`src/rtl/shifter_if.sv`:
```
// Operand/result bundle for the 16x16 shift-and-add multiplier.
// SHIFTER_ZERO_FLAG_EN adds the registered zero flag zero_q.
interface shifter_if;
  logic [31:0] A;
  logic [31:0] B;
  logic        isMul;
  logic [31:0] result;
  logic [31:0] result_q;
  logic        valid_q;
`ifdef SHIFTER_ZERO_FLAG_EN
  logic        zero_q;

  modport master (output A, output B, output isMul,
                  input result, input result_q, input valid_q, input zero_q);
  modport slave  (input A, input B, input isMul,
                  output result, output result_q, output valid_q, output zero_q);
`else
  modport master (output A, output B, output isMul,
                  input result, input result_q, input valid_q);
  modport slave  (input A, input B, input isMul,
                  output result, output result_q, output valid_q);
`endif
endinterface

```
`src/rtl/shifter.sv`:
```
// Unsigned 16x16 shift-and-add multiplier with combinational and registered outputs.
// Optional feature macro: SHIFTER_ZERO_FLAG_EN adds registered zero flag zero_q.
module shifter (
  input  logic     clk,
  input  logic     rst_n,
  shifter_if.slave bus
);

  logic [15:0] a_s;
  logic [15:0] b_s;
  logic [31:0] prod_s;
  logic [31:0] result_s;
  logic [31:0] result_r;
  logic        valid_r;
  logic        unused_upper_s;

  assign a_s = bus.A[15:0];
  assign b_s = bus.B[15:0];
  // Upper operand halves are intentionally ignored.
  assign unused_upper_s = ^{bus.A[31:16], bus.B[31:16]};

  // Sum of the sixteen partial products selected by the bits of B.
  always_comb begin
    prod_s = 32'd0;
    for (int i = 0; i < 16; i++) begin
      if (b_s[i]) begin
        prod_s = prod_s + ({16'd0, a_s} << i);
      end else begin
        prod_s = prod_s;
      end
    end
  end

  // Gate the product with the multiply enable.
  always_comb begin
    result_s = 32'd0;
    if (bus.isMul) begin
      result_s = prod_s;
    end else begin
      result_s = 32'd0;
    end
  end

  // Capture the product and its qualifier every cycle.
  always_ff @(posedge clk or negedge rst_n) begin
    if (!rst_n) begin
      result_r <= 32'd0;
      valid_r  <= 1'b0;
    end else begin
      result_r <= result_s;
      valid_r  <= bus.isMul;
    end
  end

  assign bus.result   = result_s;
  assign bus.result_q = result_r;
  assign bus.valid_q  = valid_r;

`ifdef SHIFTER_ZERO_FLAG_EN
  logic zero_r;

  // Flag a valid product that came out zero.
  always_ff @(posedge clk or negedge rst_n) begin
    if (!rst_n) begin
      zero_r <= 1'b0;
    end else begin
      zero_r <= bus.isMul && (result_s == 32'd0);
    end
  end

  assign bus.zero_q = zero_r;
`endif

endmodule

```
`src/flat_wrapper.sv`:
```
// flat-port wrapper written by rule: the top's interface ports become plain ports
module shifter_flat 
  (clk, rst_n, bus_A, bus_B, bus_isMul, bus_result, bus_result_q, bus_valid_q);
  shifter_if bus_i ();
  input  logic clk;
  input  logic rst_n;
  input wire logic [$bits(bus_i.A)-1:0] bus_A;
  input wire logic [$bits(bus_i.B)-1:0] bus_B;
  input wire logic [$bits(bus_i.isMul)-1:0] bus_isMul;
  output wire logic [$bits(bus_i.result)-1:0] bus_result;
  output wire logic [$bits(bus_i.result_q)-1:0] bus_result_q;
  output wire logic [$bits(bus_i.valid_q)-1:0] bus_valid_q;
  assign bus_i.A = bus_A;
  assign bus_i.B = bus_B;
  assign bus_i.isMul = bus_isMul;
  assign bus_result = bus_i.result;
  assign bus_result_q = bus_i.result_q;
  assign bus_valid_q = bus_i.valid_q;
  shifter u_core (.clk(clk), .rst_n(rst_n), .bus(bus_i));
endmodule
```
`config.mk`:
```
export PLATFORM = sky130hd
export DESIGN_NAME = shifter_flat
export DESIGN_NICKNAME = d
export VERILOG_FILES = /design/src/rtl/shifter_if.sv /design/src/rtl/shifter.sv /design/src/flat_wrapper.sv
export SDC_FILE = /design/constraint.sdc
export NUM_CORES = 1
export LEC_CHECK = 0
export ABC_AREA = 1
export ABC_CLOCK_PERIOD_IN_PS = 43200
export CAP_MARGIN = 20
export CORE_MARGIN = 4
export CORE_UTILIZATION = 30
export CTS_CLUSTER_DIAMETER = 200
export CTS_CLUSTER_SIZE = 25
export DETAILED_ROUTE_END_ITERATION = 8
export PLACE_DENSITY_LB_ADDON = 0.25
export SKIP_LAST_GASP = 1
export SYNTH_ARGS = -nofsm -noshare
export SYNTH_HDL_FRONTEND = slang
export SYNTH_SLANG_ARGS = --single-unit
```
`constraint.sdc`:
```
create_clock -name clk -period 43.2 [get_ports clk]
set_clock_uncertainty 0.2 [all_clocks]
set_input_delay 8.64 -clock clk [delete_from_list [all_inputs] [get_ports clk]]
set_output_delay 8.64 -clock clk [all_outputs]
set_load 0.1 [all_outputs]
```
== Yosys cells after proc, flatten, opt, wreduce, memory -nomap -nowiden ==
Cells that the tools add are included.
W data, S select, Z words.

* Eq/ne operators: 0
* Add/sub/neg operators: 15
* $lt $le $gt $ge: 0
* Muxes and demuxes: 17
* $mul: 0
* Div/mod/pow operators: 0
* Bitwise operators: 0
* Reduce and logical (&&, ||, !) cells: 0
* Shifts and indexed selects: 0

{| class="wikitable"
|+ Operator list
! cell !! number
|-
| $mux W32 || 16
|-
| $add A32 B17 Y32 || 1
|-
| $add A32 B18 Y32 || 1
|-
| $add A32 B19 Y32 || 1
|-
| $add A32 B20 Y32 || 1
|-
| $add A32 B21 Y32 || 1
|-
| $add A32 B22 Y32 || 1
|-
| $add A32 B23 Y32 || 1
|-
| $add A32 B24 Y32 || 1
|-
| $add A32 B25 Y32 || 1
|-
| $add A32 B26 Y32 || 1
|-
| $add A32 B27 Y32 || 1
|-
| $add A32 B28 Y32 || 1
|-
| $add A32 B29 Y32 || 1
|-
| $add A32 B30 Y32 || 1
|-
| $add A32 B31 Y32 || 1
|-
| $mux W16 || 1
|}

* Memories kept: 0
* Register bits after elaboration: 33
* Latch bits: 0
* Input port bits: 67
* Output and inout bits: 65
* Memory bits (writable): 0
* ROM bits: 0

== Longest topological paths before layout ==
Gate-level depths: netlist (run 1).

* Depth in word-level cells: 32
* Gate-level depth with buffers: 132

== Worst setup path after synthesis (run 1) ==
OpenSTA, ideal clock, no wires.

* Kind: input to output
* Start: input bus_B[0]
* End: output bus_result[29]
* Cell stages on the path: 107
* Required time: 34.360 ns
* Path slack: 7.505 ns
* Arrival: 26.855 ns
* Cell sequence: buf_4 > clkbuf_1 > nand2_1 > inv_1 > ha_1 > fa_1 > nand3_2 > o21bai_4 > xnor2_1 > o21ai_0 > ha_1 > a21oi_1 > nand2_1 > a21oi_1 > xor2_1 > o21ai_1 > ha_1 > a21oi_1 > [... 71 more ...] > nand3_1 > nand2_1 > nand3_1 > nand2_1 > xor2_1 > o21ai_1 > ha_1 > inv_1 > nor3_1 > nand2_1 > o21ai_0 > nor2_1 > o21a_1 > a21oi_1 > ha_1 > nand2_1 > nand2_1 > o21ai_0

* Longest elaborated chain between the ends: 32

{| class="wikitable"
|+ Ends and longest elaborated chain
! element !! RTL line !! RTL
|-
| start, declared || flat_wrapper.sv:8 || <nowiki>input wire logic [$bits(bus_i.B)-1:0] bus_B;</nowiki>
|-
| $mux W16 * || shifter.sv:26 || <nowiki>if (b_s[i]) begin</nowiki>
|-
| $add A32 B17 Y32 || shifter.sv:27 || <nowiki>prod_s = prod_s + ({16'd0, a_s} << i);</nowiki>
|-
| $mux W32 * || shifter.sv:26 ||
|-
| $add A32 B18 Y32 || shifter.sv:27 ||
|-
| $mux W32 * || shifter.sv:26 ||
|-
| $add A32 B19 Y32 || shifter.sv:27 ||
|-
| $mux W32 * || shifter.sv:26 ||
|-
| $add A32 B20 Y32 || shifter.sv:27 ||
|-
| [... 16 more ...] || -- ||
|-
| $mux W32 * || shifter.sv:26 ||
|-
| $add A32 B29 Y32 || shifter.sv:27 ||
|-
| $mux W32 * || shifter.sv:26 ||
|-
| $add A32 B30 Y32 || shifter.sv:27 ||
|-
| $mux W32 * || shifter.sv:26 ||
|-
| $add A32 B31 Y32 || shifter.sv:27 ||
|-
| $mux W32 * || shifter.sv:26 ||
|-
| $mux W32 * || shifter.sv:37 || <nowiki>if (bus.isMul) begin</nowiki>
|-
| end, declared || flat_wrapper.sv:10 || <nowiki>output wire logic [$bits(bus_i.result)-1:0] bus_result;</nowiki>
|}

Every way passes the cells marked *; elsewhere a longest branch is shown, timed or not.

== Worst setup path in the final report (run 1) ==
* Start: input bus_B[0]
* End: output bus_result[30]

Same word-level chain as after synthesis.

==> flow_summary.json, run 1 <==
{
  "run_status": "complete, no violations",
  "root_buffer": "clkbuf_16",
  "drive_gt1_share_pct": 4.95,
  "register_area_um2": 826,
  "synth_cells": 2564,
  "postCtsSetupBuffers": 0,
  "yosysSeqAreaShare_pct": 5.45,
  "hold_buffers": 0,
  "fin_setup_tns_ns": 0,
  "synth.largest_area_cell": "ha_1",
  "core_area_um2": 50100,
  "ys_warn_count": 0,
  "antenna_cells": 0,
  "hold_viol_final": 0,
  "synth_area_um2": 15100,
  "cts_tree": "yes",
  "drtPass1Iterations": 6,
  "grt_antenna_before_repair": 0,
  "critPathMaxFanout": 20,
  "die-area_um2": 54200,
  "worstPathArrival_ns": 29.77,
  "cp.required_ns": 34.36,
  "multi_input_area_um2": 12900,
  "place_ws_ns": 4.76,
  "final_max_slew_viol_count": 0,
  "n_fill_cell": 5579,
  "io_buffers": 99,
  "synth.avg_cell_area_um2": 5.91,
  "ys_ff_latch": 33,
  "whs_ns": 8.57,
  "setup_viol": 0,
  "min_period_over_period_pct": 89.4,
  "cts_buffers": 5,
  "rsz0062_at_grt": "false",
  "yosys-top-cells-area": "ha_1 (22%), nand2_1 (17%), a21oi_1 (8.0%), inv_1 (7.9%), nand3_1 (7.9%)",
  "drv_cap": 0,
  "fin_crit_ns": 38.61,
  "synth.top_cells.by_count": "nand2_1 (681), inv_1 (319), ha_1 (261), a21oi_1 (242), nand3_1 (239)",
  "yosysMostFrequentCell": "nand2_1",
  "clock.fmax_ghz": 0.0259,
  "rows": 82,
  "end_kind": "primary output",
  "max_slew_margin_pct": 27.0,
  "synthFlopType": "dfrtp_1",
  "slowest_delay_ns": 1.18,
  "cts_resized": 0,
  "start_kind": "input port",
  "htree_num_levels": 2,
  "hpwl_um": 39400,
  "synth_top_cell_area_share_pct": 21.6,
  "cp_slowest_cell": "clkdlybuf4s50_1",
  "antenna_left": 0,
  "cts_max_path_buffers": 2,
  "clk_pin_slew_worst_paths_ns": 0.05,
  "drcViolationCount": 0,
  "grt_pass1_vias": 15600,
  "synth_edf_count": 0,
  "synth_cell_types": 50,
  "die_w_um": 233,
  "cts_sinks": 33,
  "critical_path_class": "input port to primary output",
  "overflow": 0,
  "post_dp_cell_area_um2": 16900,
  "wl_um": 48200,
  "grt_pass1_wl_um": 78500,
  "worst_pin_slew_ns": 1.09,
  "via_per_inst": 4.92,
  "io_pins": 132,
  "initial_core_util_pct": 30.3,
  "synthArstFlopShare_pct": 100,
  "nets": 2987,
  "fin_area_um2": 17100,
  "grt_usage_pct": 17.4,
  "synth_nets": 2907,
  "crit_top_cell": "nand2_1",
  "wl_per_cell_um": 14.5,
  "die_h_um": 233,
  "synthToLayoutAreaGrowth_pct": 12.8,
  "gp_congestion": 0.906,
  "grt_max_degree": 34,
  "fin_ws_ns": 4.59,
  "hold_class": "input port to asynchronous set/reset pin",
  "vias": 16300,
  "dr.first_iter.drc_count": 886
}
-- path summary, 6_finish.rpt --
path / slack [ns] / cells after the start / to / from
worst min-delay path: 8.57 / 2 / u_core.bus.result_q[28]$_DFF_PN0_ / rst_n
max in group asynchronous: 33.94 / 2 / u_core.bus.result_q[0]$_DFF_PN0_ / rst_n
worst max-delay path: 4.59 / 112 / bus_result[30] / bus_B[0]
min in group clk: 8.89 / 1 / u_core.bus.valid_q$_DFF_PN0_ / bus_isMul
-- flip-flops by register name (all words and copies together) (netlist names) --
name / cells
u_core.bus.result_q: 32
u_core.bus.valid_q: 1
-- cell families after synthesis --
| logic type | after synthesis | synth area share [%] |
|---|---|---|
| simple gates | 1264 | 36.3 |
| compound gates | 514 | 19.4 |
| buf+inv | 377 | 9.62 |
| fa+ha+maj | 276 | 23.5 |
| xor+xnor | 100 | 5.78 |
| flops | 33 | 5.45 |
-- metrics by stage --
stage	cells	utilization (%)
3_5_place_dp	3309	33.8
4_1_cts	3317	34.1
3_3_place_gp	3309	33.8
5_1_grt	3317	34.1
6_report	3317	34.1
2_1_floorplan	2564	-
-- routing by layer --
metal / part of all wire (%) / global-route usage, %
met1: 52 / 25.1
met2: 43 / 29.1
met5: 0 / 0
met3: 3.5 / 0.735
met4: 2.1 / 3.29
-- cell usage in the layout, fill, tap and decap left out, drive strengths merged, types with 2 or more instances in the layout --
cell and count:
nand3 248, clkinv 5, nand2 703, dfrtp 33
clkbuf 5, o21ai 179, a31oi 10, o221ai 4
nand4 9, a21boi 8, clkdlybuf4s50 97, a221oi 2
a211oi 5, o21a 6, buf 23, o211ai 2
a21o 14, o31ai 17, or2 41, xor2 56
inv 326, and2 48, nor2 177, xnor2 44
nand3b 15, ha 261, o21bai 21, nor3 22
a21oi 242, fa 15
-- worst max-delay path, delay by kind of cell --
family          cells  cell delay (ns)
xor+xnor           11             1.61
fa+ha+maj          16             5.09
simple gates       38             5.07
buf+inv            11             2.50
compound gates     36             6.85
-- final cells by class --
| type | count | share of cell area (%) |
|---|---|---|
| clock inverters | 3 | 0.271 |
| multi-input cells | 2154 | 75.3 |
| repair buffers | 120 | 6.67 |
| clock buffers | 5 | 0.733 |
| well taps | 672 | 4.92 |
| inverters | 330 | 7.25 |
| flip-flops and latches | 33 | 4.83 |
Power of run 1 is not shown: default switching activity piles up to over one toggle a cycle in this logic, so the estimate is an artifact.
==> run 2, diff against run 1 <==
- MAX_ROUTING_LAYER: not set -> met4
==> run 2 against run 1 <==
Net effect: global-route usage is 0.47 points higher; count of clock-buffer cells in the layout stayed put; maximum frequency is 0.13% lower; routed wire length is 0.28% higher; critical endpoint unchanged; core utilization hardly changed; non-clock buffer count is 1 higher.
==> flow_summary.json, run 2 (synthesis results as in run 1) <==
{
  "grt_pass1_vias": 15600,
  "worstPathArrival_ns": 29.82,
  "fin_setup_tns_ns": 0,
  "critical_path_class": "input port to primary output",
  "min_period_over_period_pct": 89.5,
  "largest_reg_flops": 32,
  "hold_buffers": 0,
  "drv_cap": 0,
  "dpl.cell_count": 3309,
  "antenna_left": 0,
  "hold_viol_final": 0,
  "worst_pin_slew_ns": 1.01,
  "vias": 16300,
  "setup_viol": 0,
  "end_kind": "primary output",
  "grt_antenna_before_repair": 0,
  "cp.required_ns": 34.36,
  "rsz0062_at_grt": "false",
  "slowest_delay_ns": 1.19,
  "hpwl_um": 39600,
  "max_slew_margin_pct": 32.6,
  "final_cells": 3319,
  "io_buffers": 99,
  "dr.first_iter.drc_count": 1020,
  "fin_ws_ns": 4.54,
  "nets": 2988,
  "final_cell_mix": "nand2_1 (681), inv_1 (319), ha_1 (261)",
  "fin_crit_ns": 38.66,
  "hold_class": "input port to asynchronous set/reset pin",
  "drive_gt1_share_pct": 4.99,
  "overflow": 0,
  "whs_ns": 8.57,
  "drcViolationCount": 0,
  "drtPass1Iterations": 5,
  "wl_per_cell_um": 14.6,
  "final_max_slew_viol_count": 0,
  "cts_buffers": 5,
  "cp_slowest_cell": "clkdlybuf4s50_1",
  "layout_commonest_cell": "nand2_1",
  "use_met2_pct": 29.6,
  "rows": 82,
  "root_buffer": "clkbuf_16",
  "clk_pin_slew_worst_paths_ns": 0.05,
  "grt.busiest_layer": "met2",
  "initial_core_util_pct": 30.3,
  "run_status": "complete, no violations",
  "die_w_um": 233,
  "gp_congestion": 0.920,
  "postCtsSetupBuffers": 0,
  "use_met3_pct": 0.637,
  "via_per_inst": 4.92,
  "synthToLayoutAreaGrowth_pct": 12.8,
  "io_pins": 132,
  "core_area_um2": 50100,
  "die-area_um2": 54200,
  "die_h_um": 233,
  "grt_pass1_wl_um": 78600,
  "grt_usage_pct": 17.9,
  "clock.fmax_ghz": 0.0259,
  "wl_um": 48300,
  "cts_tree": "yes",
  "crit_top_cell": "nand2_1",
  "n_fill_cell": 5549,
  "cts_max_path_buffers": 2,
  "place_ws_ns": 4.71,
  "htree_num_levels": 2,
  "met1_usage_pct": 24.9,
  "cts_sinks": 33,
  "grt_max_degree": 34,
  "start_kind": "input port",
  "crit_start": "bus_B[0]",
  "cts_resized": 0,
  "critPathMaxFanout": 20
}
[run 2: cell types whose count changed in the layout (fill, tap and decap cells not counted), sizes merged]
cell   delta
buf       +1
diode     +1
[run 2: worst paths after layout]
check                                               endpoint  cells past startpoint
min in group clk                u_core.bus.valid_q$_DFF_PN0_                      1
min                        u_core.bus.result_q[28]$_DFF_PN0_                      2
max                                           bus_result[30]                    112
max in group asynchronous   u_core.bus.result_q[1]$_DFF_PN0_                      2
[run 2: through the flow]
stage / area [um2] / utilization, %
after floorplan: 15100 / -
after global placement: 16900 / 33.8
final: 17100 / 34.1
after CTS: 17100 / 34.1
after detailed placement: 16900 / 33.8
after global routing: 17100 / 34.1
[run 2: routing by layer]
metal / up-vias / routed length, um
met4: 0 / 672
li1: 8680 / -
met3: 36 / 1770
met5: - / 0
met1: 7294 / 24700
met2: 306 / 21100
[run 2: layout make-up]
class	instances	area, um2	area share [%]
timing repair buffer	121	1150	6.71
clock buffer	5	125	0.732
tap	672	841	4.92
multi-input combinational	2154	12900	75.3
sequential	33	826	4.83
inverter	330	1240	7.25
antenna	1	2.50	0.0146
clock inverter	3	46.3	0.271
[run 2: critical path, delay by kind of cell]
kind / cells / cell delay, ns
xor gates and xnor gates: 11 / 1.57
adders and majority gates: 16 / 5.10
buffers and inverters: 11 / 2.53
and+or+nand+nor: 38 / 5.18
AOI/OAI and AO/OA: 36 / 6.78
Power of run 2 is left out for the same reason.
